$ cat config.mk
export PLATFORM = sky130hd
export DESIGN_NAME = pipe_ctrl
export DESIGN_NICKNAME = d
export VERILOG_FILES = /design/src/rtl/pipe_ctrl.sv
export SDC_FILE = /design/constraint.sdc
export NUM_CORES = 1
export LEC_CHECK = 0
export CAP_MARGIN = 15
export CELL_PAD_IN_SITES_DETAIL_PLACEMENT = 0
export CELL_PAD_IN_SITES_GLOBAL_PLACEMENT = 1
export CORE_AREA = 8 8 92 94
export DETAILED_ROUTE_END_ITERATION = 8
export DIE_AREA = 0 0 100 102
export PLACE_DENSITY = 0.74
export SYNTH_ARGS = -nofsm -noshare
export SYNTH_HDL_FRONTEND = slang
export SYNTH_SLANG_ARGS = --single-unit
$ cat constraint.sdc
create_clock -name clk_i -period 1.39 [get_ports clk_i]
set_clock_uncertainty 0.2 [all_clocks]
set_input_delay 0.139 -clock clk_i [delete_from_list [all_inputs] [get_ports clk_i]]
set_output_delay 0.139 -clock clk_i [all_outputs]
set_load 0.05 [all_outputs]
$ cat src/rtl/pipe_ctrl.sv
// Front-end pipeline scheduler: merges hold requests into one hold level, picks a
// redirect target, bubbles IF/ID through a flush window and times out stuck bus holds.
module pipe_ctrl #(
   parameter int unsigned FLUSH_CYCLES = 2,
   parameter int unsigned BUS_TIMEOUT  = 256
) (
   input  logic        clk_i,
   input  logic        rst_i,
   input  logic        ex_jump_req_i,
   input  logic [31:0] ex_jump_addr_i,
   input  logic        ex_hold_req_i,
   input  logic        clint_hold_req_i,
   input  logic        clint_int_req_i,
   input  logic [31:0] clint_int_addr_i,
   input  logic        bus_hold_req_i,
   output logic [2:0]  hold_flag_o,
   output logic        jump_flag_o,
   output logic [31:0] jump_addr_o,
   output logic        bus_timeout_o,
   output logic        flush_state_o
);

   localparam logic [2:0] HOLD_NONE = 3'd0;
   localparam logic [2:0] HOLD_PC   = 3'd1;
   localparam logic [2:0] HOLD_ID   = 3'd3;

   localparam int unsigned BCW = (BUS_TIMEOUT > 2) ? $clog2(BUS_TIMEOUT) : 1;
   localparam logic [3:0]     FLUSH_LOAD = 4'(FLUSH_CYCLES - 1);
   localparam logic [BCW-1:0] BUS_LAST   = BCW'(BUS_TIMEOUT - 1);

   typedef enum logic {
      S_IDLE  = 1'b0,
      S_FLUSH = 1'b1
   } state_t;

   state_t         state;
   logic [3:0]     flush_cnt;
   logic [BCW-1:0] bus_cnt;
   logic           bus_masked;

   logic           redirect;
   logic [31:0]    redirect_addr;
   logic           bus_active;
   logic           bus_expire;

   // Interrupt outranks a same-cycle jump; the jump is dropped because EX is flushed.
   always_comb begin
      redirect      = 1'b0;
      redirect_addr = 32'd0;
      if (!rst_i) begin
         if (clint_int_req_i) begin
            redirect      = 1'b1;
            redirect_addr = clint_int_addr_i & 32'hFFFF_FFFC;
         end else if (ex_jump_req_i) begin
            redirect      = 1'b1;
            redirect_addr = ex_jump_addr_i & 32'hFFFF_FFFC;
         end
      end
   end

   assign bus_active = bus_hold_req_i && !bus_masked;
   assign bus_expire = bus_active && (bus_cnt == BUS_LAST);

   // Redirect flush window: FLUSH lasts FLUSH_CYCLES cycles after the last redirect.
   always_ff @(posedge clk_i) begin
      if (rst_i) begin
         state     <= S_IDLE;
         flush_cnt <= 4'd0;
      end else begin
         case (state)
            S_IDLE: begin
               if (redirect) begin
                  state     <= S_FLUSH;
                  flush_cnt <= FLUSH_LOAD;
               end
            end
            S_FLUSH: begin
               if (redirect) begin
                  flush_cnt <= FLUSH_LOAD;
               end else if (flush_cnt == 4'd0) begin
                  state <= S_IDLE;
               end else begin
                  flush_cnt <= flush_cnt - 4'd1;
               end
            end
            default: begin
               state     <= S_IDLE;
               flush_cnt <= 4'd0;
            end
         endcase
      end
   end

   // Bus watchdog: the counter parks at its last value once the mask is set.
   always_ff @(posedge clk_i) begin
      if (rst_i) begin
         bus_cnt    <= '0;
         bus_masked <= 1'b0;
      end else if (!bus_hold_req_i) begin
         bus_cnt    <= '0;
         bus_masked <= 1'b0;
      end else if (bus_active) begin
         if (bus_expire) begin
            bus_masked <= 1'b1;
         end else begin
            bus_cnt <= bus_cnt + 1'b1;
         end
      end
   end

   always_comb begin
      hold_flag_o = HOLD_NONE;
      if (!rst_i) begin
         if (redirect || (state == S_FLUSH) || clint_hold_req_i) begin
            hold_flag_o = HOLD_ID;
         end else if (ex_hold_req_i || bus_active) begin
            hold_flag_o = HOLD_PC;
         end
      end
   end

   assign jump_flag_o   = redirect;
   assign jump_addr_o   = redirect_addr;
   assign bus_timeout_o = bus_expire && !rst_i;
   assign flush_state_o = (state == S_FLUSH);

endmodule

=== Word level (Yosys, flattened, before mapping) ===
Cells that the tools add are included.

* Bitwise logic cells: 3
* Add/subtract/negate cells: 2
* Eq/ne operators: 3
* Reductions and logical operators: 13
* Muxes and demuxes: 17

{| class="wikitable"
|+ Operators by type and width
! operator !! count
|-
| $mux 32 || 3
|-
| $mux 4 || 3
|-
| $add 8x1->8 const B || 1
|-
| $eq 8x8->1 const B || 1
|-
| $pmux 4 s2 || 1
|-
| $mux 1 || 7
|-
| $reduce_and 2->1 || 3
|-
| $logic_not 4->1 || 1
|-
| $mux 2 || 2
|-
| $sub 4x1->4 const B || 1
|-
| $logic_and 1x1->1 || 3
|-
| $logic_or 1x1->1 || 3
|-
| $ne 3x3->1 const B || 1
|-
| $not 1->1 || 3
|-
| $logic_not 1->1 || 2
|-
| $ne 2x2->1 const B || 1
|-
| $pmux 1 s2 || 1
|-
| $reduce_or 2->1 || 1
|}

* Output and inout port bits: 38
* Input port bits: 71
* Bits in registers: 14
* Logic and storage cells: 42

=== Depth between registers and ports, before layout ===
Gate-level depths: netlist of the first run.

* Depth in word-level cells: 7
* Mapped depth: 6
* Gate-level depth less buffers: 6

=== Worst setup path after synthesis of the first run ===
OpenSTA, ideal clock, no wires.

* Kind: reg-to-output
* Start: reg bus_cnt[0]
* End: out bus_timeout_o
* Required time: 1.051 ns
* Path slack: -0.772 ns
* Stages on the path, launching flop included: 4
* Path buffers: 0
* Arrival time: 1.823 ns
* Path through: dfxtp_1 -> ha_1 -> nand4b_1 -> nor3_1

* Longest elaborated chain between the ends: 3

{| class="wikitable"
|+ RTL lines
! item !! line !! RTL
|-
| start: declaration || 38 || <nowiki>logic [BCW-1:0] bus_cnt;</nowiki>
|-
| start signal: assignment || 106 || <nowiki>bus_cnt <= bus_cnt + 1'b1;</nowiki>
|-
| $eq 8x8->1 || 62 || <nowiki>assign bus_expire = bus_active && (bus_cnt == BUS_LAST);</nowiki>
|-
| $logic_and 1x1->1 || 62 ||
|-
| $logic_and 1x1->1 || 124 || <nowiki>assign bus_timeout_o = bus_expire && !rst_i;</nowiki>
|-
| end: declaration || 19 || <nowiki>output logic bus_timeout_o,</nowiki>
|}

No other way between the ends.

=== Final worst setup path of the first run ===
* Start: reg bus_cnt[0]
* End: reg bus_cnt[3]

* Longest elaborated chain between the ends: 4
* Elaborated cells on any way between the ends: 5
* Those cells by class: 1 x add/sub; 1 x eq/ne; 1 x bitwise; 2 x reduce/logical

{| class="wikitable"
|+ RTL lines
! item
|-
| parallel branches: the longest is 4 deep, another holds $add 8x1->8
|}

Parallel ways; which one is timed is not known.
A chain may end at the register's enable or synchronous reset.

==> flow_summary.yaml, run 1 <==
placement:
  place_congestion: 0.736
  hpwl_um: 4590
  placed_cell_area_um2: 3010
  port_buffers: 101
drt:
  drt_wl_total_um: 6060
  drt_iter0_drc: 48
  highest_layer: "met4"
  routedWlPerCell_um: 15.5
  firstDrtPassIters: 4
  wl_met1_um: 2410
  antenna_left: 0
  met2_length_um: 3240
  vias: 1693
  vias_per_cell: 4.33
  route.detailed.drc: 0
  route.met3.wl_um: 350
clock_tree:
  clock_path_buffers: 2
  cts_buffers: 3
  cts.clk_slew.worst_paths_ns: 0.06
  cts_num_sinks: 14
  cts_tree: "yes"
  worstSkewPairLatency_ns: 0.24
  holdBufCountCts: 0
  root_buffer: "clkbuf_8"
  ctsHtreeMaxLevel: 1
pwr:
  powerDensity_nw_per_um2: 525
  power.leakage_nw: 1.24
  peakVddDrop_mv: 0.379
critical_path:
  crit_path_max_incr_delay_ns: 0.33
  critPathRequiredTime_ns: 1.36
  worstPathCellList: "ha_4 > buf_4 > buf_6 > and3_4 > or3_4 > a21oi_2"
  cp_data_arrival_time_ns: 1.59
  slowest_stage: "dfxtp_2"
  rrSetupSlack_ns: -0.23
  path_buf_inv: 2
  timing.critical_path.fanout_max: 3
  reg2reg_to: "bus_cnt[3]"
  worstReg2RegStart: "bus_cnt[0]"
  worstRegToRegCells: 6
  end_kind: "flop"
  worst_setup_path_start_kind: "flop"
  critPathTopFamily: "simple AND/OR/NAND/NOR gates"
  worstSetupPathType: "flop to flop"
hold_path:
  hold_path_class: "input port to flop"
  worstHoldEndpoint: "flush_state_o"
  worstHoldStart: "ex_jump_req_i"
  holdPathStages: 4
synthesis:
  synth-seq-cells: 14
  seq_area_frac_synth_pct: 25.5
  synthTopCellsByArea: "dfxtp_1 (26%), a22oi_1 (21%), nor2_1 (15%)"
  yosysTopAreaCellShare_pct: 25.5
  synth_area_per_cell_um2: 7.03
  syn_inst: 156
  yosysWarningCount: 0
  syn_area_um2: 1100
  yosys.cell_types.count: 37
  synth_area_leader_cell: "dfxtp_1"
timing:
  min_period_ns: 1.62
  rsz0062_at_grt: "yes"
  finalCritPeriodShare_pct: 117
  setup_violations: 11
  max_freq_mhz: 616
  whs_ns: 0.0455
  layout_setup_ws_ns: -0.232
  maxSlewViolCount: 0
  hold_violations: 0
layout:
  area_growth_pct: 218
  nFillCells: 634
  post-route-util_pct: 49.5
  drive_gt1_share_pct: 63.0
  n_antenna_cell: 0
  final_area_um2: 3490
  final_nets: 366
flow_run:
  maxCapViolCount: 0
floorplan:
  design.die.area_um2: 10200
  fp-row-count: 31
  die_h_um: 102
  core_um2: 7060
  die_w_um: 100
  io-pin-count: 109
  start_util_pct: 15.5
grt:
  track_usage_pct: 10.6
  grt_max_degree: 28
  grt_pass1_vias: 1687
  grt_overflow: 0
  grt_pass1_wl_um: 8720
  antenna_found_initial: 0
run_status:
  violations: "negative setup slack"
  status: "finished with violations"
-- metal layers --
| metal | global-route usage (%) | up-vias |
|---|---|---|
| li1 | - | 837 |
| met1 | 12.0 | 797 |
| met2 | 19.6 | 55 |
| met3 | 2.25 | 4 |
| met4 | 2.44 | 0 |
| met5 | 0 | - |
-- state kept, by name, indices dropped and copies added (netlist names) --
signal	cells
bus_cnt	8
flush_cnt	4
flush_state_o	1
bus_masked	1
-- Yosys cell counts (all sizes together) --
master and instances:
a211oi 3, a21oi 5, a22oi 30, a31oi 1, a41oi 1, and2b 1
and3 2, and4 1, buf 8, clkbuf 7, conb 1, dfxtp 14
ha 2, inv 4, mux2i 1, nand2 2, nand2b 1, nand3 2
nand4 1, nand4b 1, nor2 44, nor2b 1, nor3 8, nor4 1
nor4b 1, o211ai 1, o21ai 2, o21ba 1, o311ai 1, o31a 1
or3 2, xnor2 2, xor2 3
-- per-stage QoR --
step	TNS (ns)	instances	total power [W]	setup slack, ns
final	-1.14	391	0.00183	-0.232
after global routing	-1.77	391	0.00192	-0.287
after CTS	-1.01	385	0.00180	-0.240
after detailed placement	-14.51	373	0.00139	-0.413
after global placement	-13.71	373	0.00138	-0.392
after floorplan	-0.502	158	0.000893	-0.181
-- worst max path at each step --
| stage | to | start | cells past startpoint | slack (ns) |
|---|---|---|---|---|
| floorplan | bus_timeout_o | bus_cnt[1] | 3 | -0.18 |
| global placement | hold_flag_o[0] | clint_int_req_i | 6 | -0.39 |
| detailed placement | hold_flag_o[0] | clint_int_req_i | 6 | -0.41 |
| CTS | bus_timeout_o | bus_cnt[0] | 5 | -0.24 |
| global route | bus_timeout_o | bus_cnt[0] | 5 | -0.29 |
| finish | bus_cnt[3] | bus_cnt[0] | 6 | -0.23 |
-- layout make-up --
| class | count | area (um^2) | share of cell area (%) |
|---|---|---|---|
| well taps | 99 | 124 | 3.55 |
| clock buffers | 4 | 45.0 | 1.29 |
| flip-flops and latches | 14 | 295 | 8.45 |
| repair buffers | 145 | 1750 | 50.1 |
| inverters | 4 | 15.0 | 0.430 |
| multi-input cells | 125 | 1260 | 36.1 |
-- cells in the final DEF, fill, tap and decap left out, types with 2 or more instances in the layout --
cell type and instances:
nor2_1 11, buf_6 15, ha_4 2, xor2_1 3, a21oi_1 2, a22oi_2 30
nor3_2 2, dfxtp_1 4, clkdlybuf4s50_1 62, buf_4 31, dfxtp_2 9, nor3_4 2
conb_1 3, inv_2 3, and3_4 2, xnor2_1 2, buf_12 36, nor2_4 32
a211oi_1 2, clkbuf_8 3, a21oi_2 3, nor3_1 4
-- worst reg2reg max path: cells and delay by family, from the launching register on --
family / cells / cell delay, ns
flops: 1 / 0.33
fa+ha+maj: 1 / 0.16
buf+inv: 2 / 0.24
simple gates: 2 / 0.49
compound gates: 1 / 0.13
-- where the power goes --
group / switching (W) / internal, W / total [W] / leakage [nW]
clock network: 0.000144 / 0.000202 / 0.000346 / 0.0228
logic: 0.000527 / 0.000546 / 0.00107 / 1.10
registers: 0.00000658 / 0.000409 / 0.000416 / 0.118
-- what timing repair did --
| action | 4_1_cts | 5_1_grt |
|---|---|---|
| setup endpoints to repair | 43 | 40 |
| setup buffers | 5 | 7 |
| resized for setup | 56 | 33 |
| cloned | 3 | 0 |
| pin swaps | 23 | 22 |
| hold endpoints to repair | 0 | 0 |
-- cell families (layout without fill, tap and decap cells) --
kind of cell             count (synthesis)  count (layout)  synth area share, %
AO/OA/AOI/OAI                           46              46                 30.3
AND/OR/NAND/NOR                         68              68                 28.7
XOR/XNOR                                 5               5                 3.99
adder cells (fa/ha/maj)                  2               2                 2.28
buffers and inverters                   19             153                 7.87
flip-flops                              14              14                 25.5
multiplexers                             1               1                0.912
other                                    1               3                0.342
Note: power is estimated with default switching activity, not from simulation.
==> run 2, diff against run 1 <==
CTS_CLUSTER_DIAMETER = 40   (was default)
==> results of run 2 <==
Same layout as run 1: the final DEF is identical, and so are final timing and power.
==> run 3, diff against run 2 <==
GPL_TIMING_DRIVEN = 0   (was default)
==> flow_summary.yaml, run 3 (synthesis results as in run 1) <==
critical_path:
  end_kind: "output pin"
  worst_setup_path_start_kind: "flop"
  worstSetupPathType: "flop to output pin"
  timing.critical_path.fanout_max: 2
  critPathRequiredTime_ns: 1.05
  cp_data_arrival_time_ns: 1.26
timing:
  whs_ns: 0.0363
  hold_violations: 0
  min_period_ns: 1.60
  finalCritPeriodShare_pct: 115
  maxSlewViolCount: 0
  rsz0062_at_grt: "yes"
  max_freq_mhz: 627
  setup_violations: 24
  layout_setup_ws_ns: -0.206
pwr:
  p_switching_w: 0.000680
  comb_power_share_pct: 56.3
  swShare_pct: 36.7
  pwr-share-clk_pct: 21.4
  powerDensity_nw_per_um2: 557
  power.leakage_nw: 1.22
  peakVddDrop_mv: 0.264
  internal-power_w: 0.00117
  power_w: 0.00185
  sequentialPowerShare_pct: 22.3
placement:
  hpwl_um: 4250
  place_congestion: 0.786
  dpl_worst_slack_ns: -1.39
  placed_cell_area_um2: 2530
  port_buffers: 100
layout:
  area_growth_pct: 203
  regMostFlops: "bus_cnt"
  final_common_cell: "clkdlybuf4s50_1"
  n_antenna_cell: 0
  top_regs: "bus_cnt x8, flush_cnt x4"
  final_area_um2: 3330
  nFillCells: 645
  multi_input_area_um2: 1240
  largest_reg_flops: 8
  layout_common_cells: "clkdlybuf4s50_1 (62), nor2_4 (31), a22oi_2 (29)"
  drive_gt1_share_pct: 61.7
  ff_latch_area_um2: 302
  final_nets: 364
floorplan:
  core_um2: 7060
  io-pin-count: 109
  die_h_um: 102
  start_util_pct: 15.5
  fp-row-count: 31
  die_w_um: 100
  design.die.area_um2: 10200
drt:
  firstDrtPassIters: 4
  route.detailed.drc: 0
  vias: 1698
  drt_wl_total_um: 6150
  vias_per_cell: 4.37
  routedWlPerCell_um: 15.8
  antenna_left: 0
  drt_iter0_drc: 46
run_status:
  status: "finished with violations"
  violations: "negative setup slack"
grt:
  grt_max_degree: 11
  track_usage_pct: 11.0
  grt_overflow: 0
  antenna_found_initial: 0
  grt_pass1_wl_um: 9030
  grt_pass1_vias: 1745
clock_tree:
  cts_tree: "yes"
  cts.clk_slew.worst_paths_ns: 0.06
  cts_buffers: 3
  ctsHtreeMaxLevel: 1
  worstSkewPairLatency_ns: 0.24
  root_buffer: "clkbuf_8"
  cts_num_sinks: 14
  clock_path_buffers: 2
flow_run:
  maxCapViolCount: 0
hold_path:
  hold_path_class: "input port to flop"
## run 3: cell types whose count changed in the layout (fill, tap and decap cells not counted), sizes merged
cell / change
clkbuf: +9
buf: -12
dlygate4sd3: +1
## run 3: cell type report
type	count	share of cell area, %
Timing Repair Buffer	130	42.9
Multi-Input combinational cell	125	37.3
Buffer	13	4.89
Clock buffer	4	1.65
Tap cell	99	3.72
Sequential cell	14	9.06
Inverter	4	0.451
## run 3: what timing repair did
item	4_1_cts	5_1_grt
buffers inserted	17	6
gates resized for setup	324	42
cloned	7	0
hold buffers	1	0
setup endpoints to repair	46	46
pin swaps	14	10
endpoints found under the hold margin	1	0
## run 3: path summary, 6_finish.rpt
| check | from | end | slack (ns) | depth (start not counted) |
|---|---|---|---|---|
| worst max-delay path | bus_cnt[0] | bus_timeout_o | -0.21 | 4 |
| worst min-delay path | ex_jump_req_i | flush_cnt[0] | 0.04 | 3 |
| worst max register to register | bus_cnt[6] | bus_cnt[3] | -0.17 | 5 |
| worst min register to register | bus_masked | bus_masked | 0.29 | 1 |
## run 3: power by group through the flow
stage | clock network (W) | logic, W | registers, W
3_3_place_gp | 0 | 0.000796 | 0.000427
4_1_cts | 0.000406 | 0.000995 | 0.000415
3_5_place_dp | 0 | 0.000801 | 0.000427
2_1_floorplan | 0 | 0.000460 | 0.000432
5_1_grt | 0.000414 | 0.00109 | 0.000414
6_report | 0.000398 | 0.00104 | 0.000413
## run 3: metal layers
metal / global-route usage [%] / wire, um
met1: 12.1 / 2240
met2: 20.4 / 3460
met3: 2.18 / 326
met4: 3.72 / 119
met5: 0 / 0
## run 3: critical path: stages, from the launching register on
cell	delay, ns
dfxtp_4	0.36
ha_4	0.13
nand4b_1	0.16
nor3_4	0.18
buf_6	0.18
## run 3: stage by stage
| stage | util (%) | setup TNS, ns | cells |
|---|---|---|---|
| 4_1_cts | 45.2 | -1.77 | 386 |
| 6_report | 47.2 | -1.17 | 389 |
| 3_3_place_gp | 35.9 | -47.71 | 357 |
| 5_1_grt | 47.2 | -2.66 | 389 |
| 3_5_place_dp | 35.9 | -47.78 | 357 |
| 2_1_floorplan | - | -0.502 | 158 |
